==> src/rtl/ftdi_bus_arb.sv <==
`timescale 1ns/1ps
// ftdi_bus_arb: FT245-style FIFO bus sequencer; an RX read beats TX writes, and two TX requesters share the bus.
// Optional macro FTDI_TX_RR_EN: round-robin tx0/tx1 arbitration (default build: fixed tx0 priority).
module ftdi_bus_arb #(
  parameter int unsigned RD_WIDTH = 2,
  parameter int unsigned WR_WIDTH = 2,
  parameter int unsigned GAP      = 1
) (
  input  logic       clk,
  input  logic       n_rst,
  input  logic       rxf,
  input  logic       txe,
  output logic       oe_n,
  output logic       rd_n,
  output logic       wr_n,
  output logic       dq_oe,
  output logic [7:0] dq_out,
  input  logic [7:0] dq_in,
  output logic [7:0] rx_data,
  output logic       rx_valid,
  input  logic       tx0_req,
  input  logic [7:0] tx0_data,
  input  logic       tx1_req,
  input  logic [7:0] tx1_data,
  output logic       tx0_ack,
  output logic       tx1_ack,
  output logic       busy,
  output logic [2:0] state_dbg
);

  // Handshake: a requester raises txN_req with txN_data and holds both until the
  // one-cycle txN_ack; req/data are sampled only in IDLE, at the grant.
  typedef enum logic [2:0] {
    S_IDLE     = 3'd0,
    S_RD_OE    = 3'd1,
    S_RD_STRB  = 3'd2,
    S_WR_SETUP = 3'd3,
    S_WR_STRB  = 3'd4,
    S_GAP_WAIT = 3'd5
  } state_t;

  localparam logic [3:0] RD_LAST  = 4'(RD_WIDTH - 1);
  localparam logic [3:0] WR_LAST  = 4'(WR_WIDTH - 1);
  localparam logic [3:0] GAP_LAST = 4'(GAP - 1);

  state_t     state_q, state_d;
  logic [3:0] cnt_q, cnt_d;
  logic       gnt_q, gnt_d;
  logic [7:0] dq_out_q, dq_out_d;
  logic [7:0] rx_data_q, rx_data_d;
  logic       rx_valid_q, rx_valid_d;
  logic       ack0_q, ack0_d;
  logic       ack1_q, ack1_d;
  logic       pick_tx1;
`ifdef FTDI_TX_RR_EN
  logic       rr_q, rr_d;

  // rr_q names the requester that wins when both ask.
  assign pick_tx1 = tx1_req && (!tx0_req || rr_q);
`else
  assign pick_tx1 = tx1_req && !tx0_req;
`endif

  always_ff @(posedge clk or negedge n_rst) begin
    if (!n_rst) begin
      state_q    <= S_IDLE;
      cnt_q      <= 4'd0;
      gnt_q      <= 1'b0;
      dq_out_q   <= 8'd0;
      rx_data_q  <= 8'd0;
      rx_valid_q <= 1'b0;
      ack0_q     <= 1'b0;
      ack1_q     <= 1'b0;
`ifdef FTDI_TX_RR_EN
      rr_q       <= 1'b0;
`endif
    end else begin
      state_q    <= state_d;
      cnt_q      <= cnt_d;
      gnt_q      <= gnt_d;
      dq_out_q   <= dq_out_d;
      rx_data_q  <= rx_data_d;
      rx_valid_q <= rx_valid_d;
      ack0_q     <= ack0_d;
      ack1_q     <= ack1_d;
`ifdef FTDI_TX_RR_EN
      rr_q       <= rr_d;
`endif
    end
  end

  always_comb begin
    state_d    = state_q;
    cnt_d      = cnt_q;
    gnt_d      = gnt_q;
    dq_out_d   = dq_out_q;
    rx_data_d  = rx_data_q;
    rx_valid_d = 1'b0;
    ack0_d     = 1'b0;
    ack1_d     = 1'b0;
`ifdef FTDI_TX_RR_EN
    rr_d       = rr_q;
`endif
    case (state_q)
      S_IDLE: begin
        cnt_d = 4'd0;
        if (!rxf) begin
          state_d = S_RD_OE;
        end else if (!txe && (tx0_req || tx1_req)) begin
          state_d  = S_WR_SETUP;
          gnt_d    = pick_tx1;
          dq_out_d = pick_tx1 ? tx1_data : tx0_data;
        end
      end
      S_RD_OE: begin
        state_d = S_RD_STRB;
        cnt_d   = RD_LAST;
      end
      S_RD_STRB: begin
        if (cnt_q == 4'd0) begin
          rx_data_d  = dq_in;
          rx_valid_d = 1'b1;
          state_d    = S_GAP_WAIT;
          cnt_d      = GAP_LAST;
        end else begin
          cnt_d = cnt_q - 4'd1;
        end
      end
      S_WR_SETUP: begin
        state_d = S_WR_STRB;
        cnt_d   = WR_LAST;
      end
      S_WR_STRB: begin
        if (cnt_q == 4'd0) begin
          // Ack lands in the first GAP_WAIT cycle, when wr_n is back high.
          ack0_d  = !gnt_q;
          ack1_d  = gnt_q;
`ifdef FTDI_TX_RR_EN
          rr_d    = !gnt_q;
`endif
          state_d = S_GAP_WAIT;
          cnt_d   = GAP_LAST;
        end else begin
          cnt_d = cnt_q - 4'd1;
        end
      end
      S_GAP_WAIT: begin
        if (cnt_q == 4'd0) begin
          state_d = S_IDLE;
        end else begin
          cnt_d = cnt_q - 4'd1;
        end
      end
      default: begin
        state_d = S_IDLE;
        cnt_d   = 4'd0;
      end
    endcase
  end

  // Strobes decode straight from state so an async reset releases the bus at once.
  assign oe_n      = !(state_q == S_RD_OE || state_q == S_RD_STRB);
  assign rd_n      = (state_q != S_RD_STRB);
  assign wr_n      = (state_q != S_WR_STRB);
  assign dq_oe     = (state_q == S_WR_SETUP || state_q == S_WR_STRB);
  assign busy      = (state_q != S_IDLE);
  assign dq_out    = dq_out_q;
  assign rx_data   = rx_data_q;
  assign rx_valid  = rx_valid_q;
  assign tx0_ack   = ack0_q;
  assign tx1_ack   = ack1_q;
  assign state_dbg = state_q;

endmodule

==> config.mk <==
export PLATFORM = sky130hd
export DESIGN_NAME = ftdi_bus_arb
export DESIGN_NICKNAME = d
export VERILOG_FILES = /design/src/rtl/ftdi_bus_arb.sv
export SDC_FILE = /design/constraint.sdc
export NUM_CORES = 1
export LEC_CHECK = 0
export ABC_AREA = 1
export ABC_CLOCK_PERIOD_IN_PS = 1760
export CAP_MARGIN = 25
export CORE_ASPECT_RATIO = 0.7
export CORE_UTILIZATION = 42
export DETAILED_ROUTE_END_ITERATION = 10
export MAX_ROUTING_LAYER = met4
export PLACE_DENSITY_LB_ADDON = 0.2
export SLEW_MARGIN = 15
export SYNTH_ARGS = -nofsm -noshare
export SYNTH_HDL_FRONTEND = slang
export SYNTH_SLANG_ARGS = --single-unit
export TNS_END_PERCENT = 5
==> constraint.sdc <==
create_clock -name clk -period 1.76 [get_ports clk]
set_clock_uncertainty 0.05 [all_clocks]
set_input_delay 0.176 -clock clk [delete_from_list [all_inputs] [get_ports clk]]
set_output_delay 0.176 -clock clk [all_outputs]
set_load 0.01 [all_outputs]
# == Word-level counts from Yosys, hierarchy flattened ==
# Cells that the tools add are included.
# op_classes
add_sub_neg,1
eq_ne,11
n_mux,15
n_reduce_logical,17
# op_table
op,count
$pmux 3 s5,1
$mux 3,4
$pmux 4 s3,1
$mux 4,2
$mux 8,1
$eq 3x2->1 const B,2
$eq 3x3->1 const B,2
$mux 1,6
$ne 3x3->1 const B,2
$reduce_and 3->1,2
$logic_not 1->1,4
$logic_not 4->1,1
$ne 2x2->1 const B,2
$reduce_or 2->1,2
$sub 4x1->4 const B,1
$eq 3x1->1 const B,1
$logic_not 3->1,1
$logic_or 1x1->1,3
$ne 3x2->1 const B,1
$reduce_bool 3->1,1
$logic_and 1x1->1,2
$ne 2x1->1 const B,1
$reduce_and 2->1,1
# totals
reg_bits,27
input_bits,30
output_inout_bits,27
elab_cells,52

# == Logic depth before layout (Yosys ltp) ==
# Gate-level depths: netlist of the first run.
# logic_depth
depth_word,5
ltp_mapped,8
mapped_depth_nobuf,7

# == Least setup slack after synthesis of the first run ==
# Ideal clock, no wire load.
# synth_path
kind,register to output
startpoint,"reg state_q[0], in the netlist state_dbg[0]"
endpoint,out dq_oe
arrival_ps,1255
required_ps,1534
setup_slack_ps,279
path_stages_with_launch,5
n_path_buf,0
path_cell_list,dfrtp_1 inv_2 nand3_1 o21ai_0 a21boi_0
# synth_between
elab_chain_cells,2
word_cells_on_any_way,3
cone_classes,eq/ne (2); reduce/logical (1)
# synth_rtl
element,line,rtl
start: declaration,46,"state_t state_q, state_d;"
start signal: assignment,78,state_q <= state_d;
$eq 3x2->1 / $eq 3x3->1 (equally long branches),165,assign dq_oe = (state_q == S_WR_SETUP || state_q == S_WR_STRB);
$logic_or 1x1->1 *,165,
end: declaration,16,"output logic dq_oe,"
# Every way passes the cells marked *; elsewhere a longest branch is shown, timed or not.

# == Worst setup path in the final report of the first run ==
# layout_path
startpoint,"reg state_q[2], in the netlist state_dbg[2]"
endpoint,out oe_n
# layout_between
elab_chain_cells,3
word_cells_on_any_way,4
cone_classes,eq/ne (2); reduce/logical (2)
# layout_rtl
element,line,rtl
$eq 3x1->1 / $eq 3x2->1 (equally long branches),162,assign oe_n = !(state_q == S_RD_OE || state_q == S_RD_STRB);
$logic_or 1x1->1 *,162,
$logic_not 1->1 *,162,
end: declaration,13,"output logic oe_n,"
# Marks and branches as above.

==> results of run 1 <==
[stage by stage]
step | setup TNS [ns] | utilization (%) | std cells | hold WS (ns)
floorplan | 0 | - | 163 | -0.170
global placement | 0 | 67.8 | 260 | 0.396
detailed placement | -0.0382 | 67.8 | 260 | 0.405
CTS | 0 | 69.7 | 264 | 0.227
global route | -0.00631 | 70.6 | 265 | 0.248
finish | 0 | 70.6 | 265 | 0.215
[path summary, 6_finish.rpt]
check	slack (ns)	to
max	0.08	oe_n
min	0.22	dq_out[5]$_DFFE_PN0P_
max reg2reg	0.17	rx_data[4]$_DFFE_PN0P_
min reg2reg	0.42	tx0_ack$_DFF_PN0_
max in group asynchronous	1.18	state_dbg[2]$_DFFE_PN0P_
min in group clk	0.39	rx_data[5]$_DFFE_PN0P_
[sequential cells by signal, summed over array words and instances (netlist names)]
register and cells:
gnt_q 1, tx1_ack 1, rx_data 8, tx0_ack 1, dq_out 8, cnt_q 4
state_dbg 3, rx_valid 1
[timing repair]
item                                    4_1_cts  5_1_grt
resized for setup                             8        5
pin swaps                                     0        0
buffers inserted                              0        1
cloned                                        0        0
endpoints found under the setup margin        4        2
[per-layer routing]
| metal | GRT usage [%] | up-vias | share of wire (%) |
|---|---|---|---|
| li1 | - | 647 | - |
| met1 | 27.2 | 621 | 43 |
| met2 | 38.8 | 62 | 50 |
| met3 | 4.96 | 6 | 6.3 |
| met4 | 3.06 | 0 | 0.95 |
| met5 | - | - | 0 |
[worst max-delay path: stages, from the launching register on]
cell and delay, ns:
dfrtp_2 0.45, buf_6 0.14, clkinv_4 0.06, nand2_1 0.08, o21ai_1 0.13, inv_1 0.04
dlygate4sd2_1 0.27
[cell usage after synthesis, types with 2 or more instances]
master,number,area share [%]
buf_6,2,1.7
nor2_1,6,1.7
xnor2_1,2,1.3
o21ai_0,3,1.1
nand2_1,73,21
a21oi_1,2,0.75
dfrtp_1,27,51
nand3_1,18,6.8
nand2_2,6,2.8
inv_1,4,1.1
nand4_1,2,0.94
nor3_1,2,0.75
inv_2,3,0.85
[power breakdown]
part / internal, mW / total, mW / switching [mW]
logic: 0.898 / 1.74 / 0.843
registers: 0.877 / 1.04 / 0.158
clock network: 0.166 / 0.370 / 0.203
total: 1.94 / 3.15 / 1.20
[cell type report]
class | instances | area [sq um]
flip-flops and latches | 27 | 677
inverters | 10 | 55.1
fillers | 217 | 852
multi-input cells | 122 | 576
well taps | 36 | 45.0
clock buffers | 3 | 41.3
clock inverters | 1 | 8.76
repair buffers | 66 | 648
[cell families (layout without fill, tap and decap cells)]
logic type | after synthesis | in the layout
XOR/XNOR | 2 | 2
buffers and inverters | 14 | 80
flip-flops | 27 | 27
AO/OA/AOI/OAI | 8 | 8
adder cells (fa/ha/maj) | 1 | 1
AND/OR/NAND/NOR | 111 | 111
==> metrics.yaml, run 1 <==
sta:
  setup_viol: 0
  setup_ws_ns: 0.0815
  drv_slew: 0
  fmax_mhz: 596
  min_period_ns: 1.68
  finalCritPeriodShare_pct: 95.4
  hold_violations: 0
  worst_pin_slew_ns: 0.494
  slew_headroom_pct: 67.0
cts:
  cts_hold_buf: 0
  cts_tree: "done"
  cts_buffers: 3
  cts_htree_levels: 1
  insertion_delay_ns: 0.27
  cts_sinks: 27
  cts_root_buffer: "clkbuf_8"
  cts_max_path_buffers: 2
  clk_pin_slew_ns: 0.09
placement:
  place_area_sq_mm: 0.00197
  dp.final_hpwl_um: 2540
  post-place-ws_ns: -0.0382
  routabilityCongestion: 0.871
  io_buffers: 56
critical_path:
  worstPathArrival_ns: 1.45
  crit_type: "reg -> out"
  endpoint_kind: "output port"
  startpoint: "state_dbg[2]$_DFFE_PN0P_"
  r2r-start: "cnt_q[0]$_DFFE_PN0P_"
  r2r_cells: 7
  crit_path_start_kind: "flop"
  cp.required_ns: 1.53
  crit_fanout: 6
floorplan:
  die_x_um: 69.2
  rows: 16
  dieArea_sq_mm: 0.00340
  ioPinCount: 57
  core_area_sq_mm: 0.00290
  chipHeight_um: 49.1
  start_util_pct: 45.8
final_layout:
  mostFrequentLayoutCells: "73 x nand2_1, 52 x clkdlybuf4s50_1, 26 x dfrtp_1"
  design_area_sq_mm: 0.00205
  nets: 261
  drive_above_1_share_pct: 14.0
  mostFrequentLayoutCell: "nand2_1"
  area_growth_pct: 54.3
  num_antenna_cells: 0
logic_synthesis:
  yosys.area_share.simple_pct: 36.4
  seq_area_frac_synth_pct: 50.8
  synth.distinct_cells: 26
  synth_top_family_by_area: "simple AND/OR/NAND/NOR gates"
  synth-edff-count: 0
  avgSynthCellArea_sq_um: 8.15
  ys.warnings.count: 0
  synth-xor-area-share_pct: 1.32
  synth_cells: 163
  syn-num-nets: 194
  muxShareOfSynthArea_pct: 0
  synthAdderAreaFrac_pct: 0.942
  synth-seq-cells: 27
  synth_compound_area_share_pct: 3.67
  ys.flop_type: "dfrtp_1"
  synthesis.area_sq_mm: 0.00133
  synth_async_sr_flop_share_pct: 100
grt:
  antenna_found_initial: 0
  grt_max_degree: 28
  grt_use_total_pct: 22.2
  grt_pass1_wl_um: 5870
  grt_pass1_vias: 1319
  grt_remaining_overflow: 0
power:
  leakagePower_nw: 1.00
  power_mw: 3.15
  peakVddDrop_uv: 823
  power.density_mw_per_mm2: 1530
job:
  maxCapViolCount: 0
drt:
  ant_nets: 0
  wirelength_um: 3270
  via_count: 1336
  vias_per_cell: 5.04
  dr.pass1.iters: 4
  drc: 0
  drtIter0Drc: 38
  wl_per_cell_um: 12.3
min_path:
  hold_class: "in -> async"
outcome:
  outcome: "finished clean"
(Power assumes the default switching activity.)
==> inputs of run 2 (changes only) <==
Settings changed: CTS_CLUSTER_DIAMETER set to 100, GPL_ROUTABILITY_DRIVEN set to 0.
==> results of run 2 <==
Same layout as run 1: the final DEF is identical, and so are final timing and power.
